<file path="src/rtl/control_sequencer.sv">
// Hardwired fetch/execute control sequencer driving the CPU datapath strobes.
// Optional SINGLE_STEP_EN adds a step input that gates each instruction at T0.
module control_sequencer #(
  parameter int unsigned OPW           = 5,
  parameter int unsigned RESET_PC_HOLD = 1
) (
  input  logic        clock,
  input  logic        clear,
`ifdef SINGLE_STEP_EN
  input  logic        step,
`endif
  input  logic [31:0] IR,
  input  logic        CON,
  output logic        run,
  output logic        illegal,
  output logic        PCout,
  output logic        PCin,
  output logic        IncPC,
  output logic        MARin,
  output logic        MDRin,
  output logic        MDRout,
  output logic        memRead,
  output logic        ramEnable,
  output logic        IRin,
  output logic        Gra,
  output logic        Grb,
  output logic        Grc,
  output logic        Rin,
  output logic        Rout,
  output logic        BAout,
  output logic        Yin,
  output logic        Zin,
  output logic        Zlowout,
  output logic        Zhighout,
  output logic        ADD,
  output logic        Cout,
  output logic        HIout,
  output logic        LOout,
  output logic        CONin,
  output logic        InPort_Out,
  output logic        OutPort_In
);

  localparam int unsigned HW = (RESET_PC_HOLD > 1) ? $clog2(RESET_PC_HOLD) : 1;

  localparam logic [OPW-1:0] OP_LD   = OPW'(5'b00000);
  localparam logic [OPW-1:0] OP_LDI  = OPW'(5'b00001);
  localparam logic [OPW-1:0] OP_ST   = OPW'(5'b00010);
  localparam logic [OPW-1:0] OP_ADD  = OPW'(5'b00011);
  localparam logic [OPW-1:0] OP_SUB  = OPW'(5'b00100);
  localparam logic [OPW-1:0] OP_AND  = OPW'(5'b00101);
  localparam logic [OPW-1:0] OP_OR   = OPW'(5'b00110);
  localparam logic [OPW-1:0] OP_ADDI = OPW'(5'b01100);
  localparam logic [OPW-1:0] OP_ANDI = OPW'(5'b01101);
  localparam logic [OPW-1:0] OP_ORI  = OPW'(5'b01110);
  localparam logic [OPW-1:0] OP_BRX  = OPW'(5'b10011);
  localparam logic [OPW-1:0] OP_JR   = OPW'(5'b10100);
  localparam logic [OPW-1:0] OP_IN   = OPW'(5'b10110);
  localparam logic [OPW-1:0] OP_OUT  = OPW'(5'b10111);
  localparam logic [OPW-1:0] OP_MFHI = OPW'(5'b11000);
  localparam logic [OPW-1:0] OP_MFLO = OPW'(5'b11001);
  localparam logic [OPW-1:0] OP_NOP  = OPW'(5'b11010);
  localparam logic [OPW-1:0] OP_HALT = OPW'(5'b11011);

  typedef enum logic [3:0] {
    S_RESET, S_T0, S_T1, S_T2, S_T3, S_T4, S_T5, S_T6, S_T7, S_HALTED
  } state_t;

  state_t          r_state;
  state_t          w_next_state;
  logic [HW-1:0]   r_hold_cnt;
  logic            w_hold_done;
  logic [OPW-1:0]  w_opcode;
  logic            w_alu_r;
  logic            w_alu_i;
  logic            w_mem;
  logic            w_unused_ir;

  assign w_opcode    = IR[31 -: OPW];
  assign w_unused_ir = ^IR[31-OPW:0];
  assign w_alu_r     = (w_opcode == OP_ADD) || (w_opcode == OP_SUB) ||
                       (w_opcode == OP_AND) || (w_opcode == OP_OR);
  assign w_alu_i     = (w_opcode == OP_ADDI) || (w_opcode == OP_ANDI) ||
                       (w_opcode == OP_ORI);
  assign w_mem       = (w_opcode == OP_LD) || (w_opcode == OP_LDI) ||
                       (w_opcode == OP_ST);
  assign w_hold_done = (32'(r_hold_cnt) + 32'd1) >= RESET_PC_HOLD;

  // State register; clear drops straight back to RESET
  always_ff @(posedge clock or negedge clear) begin
    if (!clear) r_state <= S_RESET;
    else        r_state <= w_next_state;
  end

  // Counts idle RESET cycles after clear is released
  always_ff @(posedge clock or negedge clear) begin
    if (!clear)                               r_hold_cnt <= '0;
    else if (r_state == S_RESET && !w_hold_done) r_hold_cnt <= r_hold_cnt + HW'(1);
    else                                      r_hold_cnt <= '0;
  end

`ifdef SINGLE_STEP_EN
  logic r_step_go;

  // Armed for one T0 cycle after step is seen while waiting in T0
  always_ff @(posedge clock or negedge clear) begin
    if (!clear)               r_step_go <= 1'b0;
    else if (r_state == S_T0) r_step_go <= r_step_go ? 1'b0 : step;
    else                      r_step_go <= 1'b0;
  end
`endif

  always_comb begin
    w_next_state = r_state;
    run        = 1'b0;
    illegal    = 1'b0;
    PCout      = 1'b0;
    PCin       = 1'b0;
    IncPC      = 1'b0;
    MARin      = 1'b0;
    MDRin      = 1'b0;
    MDRout     = 1'b0;
    memRead    = 1'b0;
    ramEnable  = 1'b0;
    IRin       = 1'b0;
    Gra        = 1'b0;
    Grb        = 1'b0;
    Grc        = 1'b0;
    Rin        = 1'b0;
    Rout       = 1'b0;
    BAout      = 1'b0;
    Yin        = 1'b0;
    Zin        = 1'b0;
    Zlowout    = 1'b0;
    Zhighout   = 1'b0;
    ADD        = 1'b0;
    Cout       = 1'b0;
    HIout      = 1'b0;
    LOout      = 1'b0;
    CONin      = 1'b0;
    InPort_Out = 1'b0;
    OutPort_In = 1'b0;

    case (r_state)
      S_RESET: if (w_hold_done) w_next_state = S_T0;
      S_T0: begin
        run = 1'b1;
`ifdef SINGLE_STEP_EN
        if (r_step_go) begin
          PCout = 1'b1; MARin = 1'b1; IncPC = 1'b1;
          w_next_state = S_T1;
        end
`else
        PCout = 1'b1; MARin = 1'b1; IncPC = 1'b1;
        w_next_state = S_T1;
`endif
      end
      S_T1: begin
        run = 1'b1; memRead = 1'b1; MDRin = 1'b1;
        w_next_state = S_T2;
      end
      S_T2: begin
        run = 1'b1; MDRout = 1'b1; IRin = 1'b1;
        if (w_opcode == OP_NOP)       w_next_state = S_T0;
        else if (w_opcode == OP_HALT) w_next_state = S_HALTED;
        else                          w_next_state = S_T3;
      end
      S_T3: begin
        run = 1'b1;
        w_next_state = S_T0;
        if (w_alu_r || w_alu_i) begin
          Grb = 1'b1; Rout = 1'b1; Yin = 1'b1; w_next_state = S_T4;
        end else if (w_mem) begin
          Grb = 1'b1; BAout = 1'b1; Yin = 1'b1; w_next_state = S_T4;
        end else begin
          case (w_opcode)
            OP_BRX:  begin Gra = 1'b1; Rout = 1'b1; CONin = 1'b1; w_next_state = S_T4; end
            OP_JR:   begin Gra = 1'b1; Rout = 1'b1; PCin = 1'b1; end
            OP_IN:   begin InPort_Out = 1'b1; Gra = 1'b1; Rin = 1'b1; end
            OP_OUT:  begin Gra = 1'b1; Rout = 1'b1; OutPort_In = 1'b1; end
            OP_MFHI: begin HIout = 1'b1; Gra = 1'b1; Rin = 1'b1; end
            OP_MFLO: begin LOout = 1'b1; Gra = 1'b1; Rin = 1'b1; end
            default: illegal = 1'b1;
          endcase
        end
      end
      S_T4: begin
        run = 1'b1;
        w_next_state = S_T5;
        if (w_alu_r)                begin Grc = 1'b1; Rout = 1'b1; Zin = 1'b1; end
        else if (w_alu_i)           begin Cout = 1'b1; Zin = 1'b1; end
        else if (w_mem)             begin Cout = 1'b1; ADD = 1'b1; Zin = 1'b1; end
        else if (w_opcode == OP_BRX) begin PCout = 1'b1; Yin = 1'b1; end
      end
      S_T5: begin
        run = 1'b1;
        w_next_state = S_T0;
        if (w_alu_r || w_alu_i || w_opcode == OP_LDI) begin
          Zlowout = 1'b1; Gra = 1'b1; Rin = 1'b1;
        end else if (w_opcode == OP_LD || w_opcode == OP_ST) begin
          Zlowout = 1'b1; MARin = 1'b1; w_next_state = S_T6;
        end else if (w_opcode == OP_BRX) begin
          Cout = 1'b1; ADD = 1'b1; Zin = 1'b1; w_next_state = S_T6;
        end
      end
      S_T6: begin
        run = 1'b1;
        w_next_state = S_T0;
        if (w_opcode == OP_LD) begin
          memRead = 1'b1; MDRin = 1'b1; w_next_state = S_T7;
        end else if (w_opcode == OP_ST) begin
          Gra = 1'b1; Rout = 1'b1; MDRin = 1'b1; w_next_state = S_T7;
        end else if (w_opcode == OP_BRX && CON) begin
          Zlowout = 1'b1; PCin = 1'b1;
        end
      end
      S_T7: begin
        run = 1'b1;
        w_next_state = S_T0;
        if (w_opcode == OP_LD)      begin MDRout = 1'b1; Gra = 1'b1; Rin = 1'b1; end
        else if (w_opcode == OP_ST) ramEnable = 1'b1;
      end
      S_HALTED: w_next_state = S_HALTED;
      default:  w_next_state = S_RESET;
    endcase
  end

endmodule

</file>
<file path="config.mk">
export PLATFORM = sky130hd
export DESIGN_NAME = control_sequencer
export DESIGN_NICKNAME = d
export VERILOG_FILES = /design/src/rtl/control_sequencer.sv
export SDC_FILE = /design/constraint.sdc
export NUM_CORES = 1
export LEC_CHECK = 0
export BUFFER_PORTS_ARGS = -buffer_cell sky130_fd_sc_hd__buf_2
export CORE_UTILIZATION = 35
export DETAILED_ROUTE_END_ITERATION = 10
export PLACE_DENSITY = 0.73
export SETUP_SLACK_MARGIN = 0.15
export SKIP_LAST_GASP = 1
export SLEW_MARGIN = 20
export SYNTH_ARGS = -nofsm -noshare
export SYNTH_HDL_FRONTEND = slang
export SYNTH_SLANG_ARGS = --single-unit
</file>
<file path="constraint.sdc">
create_clock -name clock -period 1.8 [get_ports clock]
set_input_delay 0.27 -clock clock [delete_from_list [all_inputs] [get_ports clock]]
set_output_delay 0.27 -clock clock [all_outputs]
set_load 0.005 [all_outputs]
</file>
Yosys cells after proc, flatten, opt, wreduce, memory -nomap -nowiden

Cells that the tools add are included.

Flip-flop bits (word level): 5
Input port bits: 35
Output and inout port bits: 28
Logic and storage cells: 145

Multiplexer cells: 94
$lt $le $gt $ge: 1
Reduce and logical (&&, ||, !) cells: 19
Equal/unequal tests: 27
Add/subtract/negate cells: 2

Operators with widths:

| cell                                                 | number |
|---|---|
| 2-to-1 mux 1 bit                                     | 68 |
| == test 5 bit (second input constant)                | 8 |
| one-hot mux 4 bit (10 select lines)                  | 1 |
| one-hot mux 1 bit (2 select lines)                   | 11 |
| 2-to-1 mux 4 bit                                     | 5 |
| 2-to-1 mux 3 bit                                     | 6 |
| == test 4 x 3 -> 1 bit (second input constant)       | 4 |
| == test 5 x 3 -> 1 bit (second input constant)       | 3 |
| == test 5 x 4 -> 1 bit (second input constant)       | 3 |
| == test 5 x 2 -> 1 bit (second input constant)       | 2 |
| logical OR 1 bit                                     | 10 |
| == test 4 x 2 -> 1 bit (second input constant)       | 2 |
| == test 4 bit (second input constant)                | 2 |
| OR reduction 8 bit                                   | 1 |
| one-hot mux 1 bit (3 select lines)                   | 2 |
| OR reduction 3 bit                                   | 2 |
| OR reduction 6 bit                                   | 1 |
| == test 5 x 1 -> 1 bit (second input constant)       | 1 |
| logical NOT 5 bit                                    | 1 |
| == test 4 x 1 -> 1 bit (second input constant)       | 1 |
| logical NOT 4 bit                                    | 1 |
| one-hot mux 1 bit (4 select lines)                   | 1 |
| adder 1 x 1 -> 2 bit (second input constant)         | 1 |
| >= comparator 2 x 1 -> 1 bit (second input constant) | 1 |
| 4 further kinds                                      | 5 |

Depth between registers and ports, before layout

Depth in word-level cells: 8
Gate-level depth with buffers: 6
Depth with buffers taken out: 4

Worst setup path after synthesis

Ideal clock, no wire load.

Path type: input -> output
Start: input IR[31]
End: output Cout
Buffers on the path: 1
Required time: 1530 ps
Slack: -17 ps
Arrival: 1547 ps
Stages: 5
Path through: buf_6 or3_4 or4b_1 a21oi_2 a41o_1

Word-level cells in the longest chain between the ends: 8
Elaborated cells between the ends (all ways): 28
Classes of those cells: 10 x eq/ne; 7 x mux; 11 x reduce/logical

Ends and longest elaborated chain:

| what                                                             | RTL line | text |
|---|---|---|
| from (decl)                                                      | 12       | `input logic [31:0] IR,` |
| == test 5 x 2 -> 1 bit or == test 5 x 3 -> 1 bit (tied branches) | 81       | `assign w_alu_r = (w_opcode == OP_ADD) \|\| (w_opcode == OP_SUB) \|\|` |
| logical OR 1 bit (2 in series)                                   | 81       |  |
| logical OR 1 bit                                                 | 82       | `(w_opcode == OP_AND) \|\| (w_opcode == OP_OR);` |
| logical OR 1 bit (2 in series)                                   | 198      | `if (w_alu_r \|\| w_alu_i \|\| w_opcode == OP_LDI) begin` |
| 2-to-1 mux 1 bit                                                 | 198      |  |
| one-hot mux 1 bit (2 select lines) *                             | 144      | `case (r_state)` |
| to (decl)                                                        | 36       | `output logic Cout,` |

Every way passes the cells marked *; elsewhere a longest branch is shown, timed or not.

Worst setup path in the final report

Start: register r_state[3]
End: output PCin

Word-level cells in the longest chain between the ends: 2
Elaborated cells between the ends (all ways): 3
Classes of those cells: 2 x eq/ne; 1 x mux

Ends and longest elaborated chain:

| what                                 | RTL line | text |
|---|---|---|
| from (decl)                          | 69       | `state_t r_state;` |
| from (signal assigned)               | 92       | `else r_state <= w_next_state;` |
| == test 4 x 3 -> 1 bit               | 144      |  |
| one-hot mux 1 bit (2 select lines) * | 144      |  |
| to (decl)                            | 17       | `output logic PCin,` |

Marked as above.

==> impl_metrics.toml <==
[outcome]
run_status = "finished, violations left"
failing_checks = "setup timing"

[placement]
half_perimeter_wire_length_of_the_detailed_placement_result_um = 2280
gpl.final_weighted_congestion = 0.905
port_buffers = 34

[floorplan]
fp-row-count = 17
fp.coreArea_um2 = 2280
initial_util_pct = 38.2
design.portCount = 63
die_area_um2 = 2690
chipHeight_um = 51.8
die_x_um = 51.8

[detailed_routing]
detail_route.iter0.violations = 58
drt_drc_violations_left = 0
via_per_inst = 6.26
routed_wirelength_um = 5040
dr_total_vias = 1546
drt_pre_antenna_iters = 4
antenna_violating_nets_post_route = 0
wl_per_cell_um = 20.4

[worst_setup_path]
crit_path_end_kind = "output pin"
reg2reg_depth = 7
cp-startpoint = "r_state[3]"
crit_slowest_cell = "dfrtp_1"
timing.rr.start = "r_state[3]"
worst_setup_path_start_kind = "register"
cp-endpoint = "PCin"
slowest_delay_ps = 400
data_required_time_of_the_worst_path_ps = 1530
timing.critical_path.cells = "nand2b_4 > buf_6 > nor3_4 > nand4_1 > o32ai_2 > buf_2"
critPathArrivalTime_ps = 1820
path_type_of_the_worst_setup_path = "reg -> out"
worstReg2RegEnd = "r_state[3]"
worst-path-max-fanout = 4
reg2reg_slack_ps = 460

[timing]
fin_crit_sh_pct = 116
fin_ws_ps = -286
final_clock_skew_ps = 0.555
report.final.setup_viol = 20
finalHoldViolCount = 0
rsz_0062_raised_after_global_routing = "yes"
maxSlewViolCount = 0
fin_crit_ps = 2090
fmaxAchievable_ghz = 0.479
tightest_hold_margin_ps = 390

[grt]
antenna_violations_before_repair = 0
groute.usage.overall_pct = 27.7
wire_length_of_the_first_global_routing_pass_um = 5600
largest_net_degree_at_the_start_of_global_routing = 19
gr-total-overflow = 0
via_count_of_the_first_global_routing_pass = 1250

[clocking]
cts_sinks = 4
tritoncts = "yes"
path_clk_slew_ps = 40
clock_tree.buffer_depth = 2
htreeDepth = 1
clock-root-buffer = "clkbuf_4"
worst_skew_pair.late_latency_ps = 230
numCtsBuffers = 3

[finish]
layout.core_utilization_pct = 81.7
fin_nets = 256
area.growth.synth_to_final_pct = 114
antenna_cells_inserted = 0
area_of_the_multi_input_gates_um2 = 932
layout_cell_share_with_drive_strength_beyond_1_pct = 64.8
largest_reg_flops = 4
mostFrequentLayoutCell = "buf_4"
regMostFlops = "r_state"
reg_top3 = "r_state (4)"
fill_cells = 140
mostFrequentLayoutCells = "45 x buf_4, 32 x buf_2, 15 x buf_6"
final-seq-area_um2 = 103

[synthesis]
async_flop_share_pct = 100
post-synth-top-area-cell = "dfrtp_1"
synth_enable_flop_cells = 0
synth_ff_type = "dfrtp_1"
post_synth.cell_area_avg_um2 = 6.49
ys_seq_area_share_pct = 11.5
syn_nets = 169
netlist_instances = 134
syn_area_um2 = 870
post_synth_num_cell_types = 47
yosys_warnings = 0
synthTopCellsByArea = "dfrtp_1 12%, nor2_1 7.3%, nand2b_1 6.5%"
synth.top_cell.area_share_pct = 11.5
ys_ff_latch = 4

[job]
drv.max_cap_violation_count = 0

[power_and_ir_drop]
leakage_nw = 0.830
power_density_nw_per_um2 = 1110
total_power_mw = 2.06
worst_ir_drop_vdd_mv = 0.957

[worst_hold_path]
hp-class = "in -> async"
==> final cells by class <==
| type | instances | share of cell area (%) |
|---|---|---|
| clock buffers | 3 | 1.21 |
| well taps | 28 | 1.88 |
| multi-input cells | 112 | 50.1 |
| repair buffers | 97 | 40.7 |
| inverters | 3 | 0.605 |
| flip-flops and latches | 4 | 5.51 |
==> layer usage <==
layer / GRT usage (%) / vias to the layer above / part of all wire (%)
li1: - / 669 / -
met1: 33.2 / 748 / 38
met2: 49.4 / 102 / 50
met3: 5.26 / 27 / 7.3
met4: 7.66 / 0 / 4.7
met5: 0 / - / 0
==> logic make-up (layout without fill, tap and decap cells) <==
| kind of cell | after synthesis | in the layout | share of synthesized area, % |
|---|---|---|---|
| and+or+nand+nor | 72 | 72 | 48.2 |
| AOI/OAI and AO/OA | 36 | 36 | 27.6 |
| buffers and inverters | 18 | 103 | 9.07 |
| DFF | 4 | 4 | 11.5 |
| xor gates and xnor gates | 2 | 2 | 2.01 |
| other | 1 | 1 | 0.431 |
| muxes | 1 | 1 | 1.15 |
==> metrics by stage <==
stage | cells | worst slack [ps] | setup TNS (ps) | cell area (µm²)
after floorplan | 134 | 4.04 | 0 | 886
after global placement | 215 | -154 | -749 | 1290
after detailed placement | 215 | -158 | -800 | 1290
after CTS | 226 | -121 | -906 | 1520
after global routing | 247 | -301 | -3540 | 1860
final | 247 | -286 | -2750 | 1860
==> report_power, final <==
group	switching [mW]	total (mW)	internal, mW	leakage [nW]
Combinational	0.806	1.74	0.930	0.768
Clock	0.0369	0.111	0.0746	0.0138
Sequential	0.0873	0.216	0.129	0.0485
==> repair_timing <==
action                                  in CTS  in global routing
resized for setup                           33                 35
endpoints found under the setup margin      27                 27
gates cloned                                 1                  1
hold buffers                                 1                  0
endpoints found under the hold margin        4                  0
pin swaps                                   11                 14
setup buffers                                6                 20
==> worst max-delay path, delay by kind of cell, from the launching register on <==
| kind | cells | cell delay (ps) |
|---|---|---|
| AO/OA/AOI/OAI | 1 | 260 |
| buffers and inverters | 2 | 310 |
| flip-flops | 1 | 400 |
| AND/OR/NAND/NOR | 3 | 610 |
==> worst min path at each step <==
stage                      from         end  slack [ps]  cells after the start
after CTS                 clear  r_state[2]         360                      2
after global routing      clear  r_state[1]         380                      2
after detailed placement  clear  r_state[3]          80                      1
after floorplan           clear  r_state[0]         -30                      0
after global placement    clear  r_state[3]          70                      1
final                     clear  r_state[3]         390                      2
==> Yosys cell counts (2+ instances only) <==
cell,count
nand3b_1,2
nor2b_1,2
a22oi_1,2
xnor2_1,2
nand2b_1,9
or3b_2,2
a31oi_1,3
o22ai_1,2
nand3_1,5
nor2_1,17
o32ai_1,2
nand2_1,7
inv_1,3
clkbuf_1,11
nor3b_1,3
buf_1,2
nor4_1,3
and2_1,2
dfrtp_1,4
or3_1,3
a21oi_1,10
nor3_1,6
nor4b_1,3
o21ai_0,6
No activity file was read; power rests on OpenSTA's default activity.
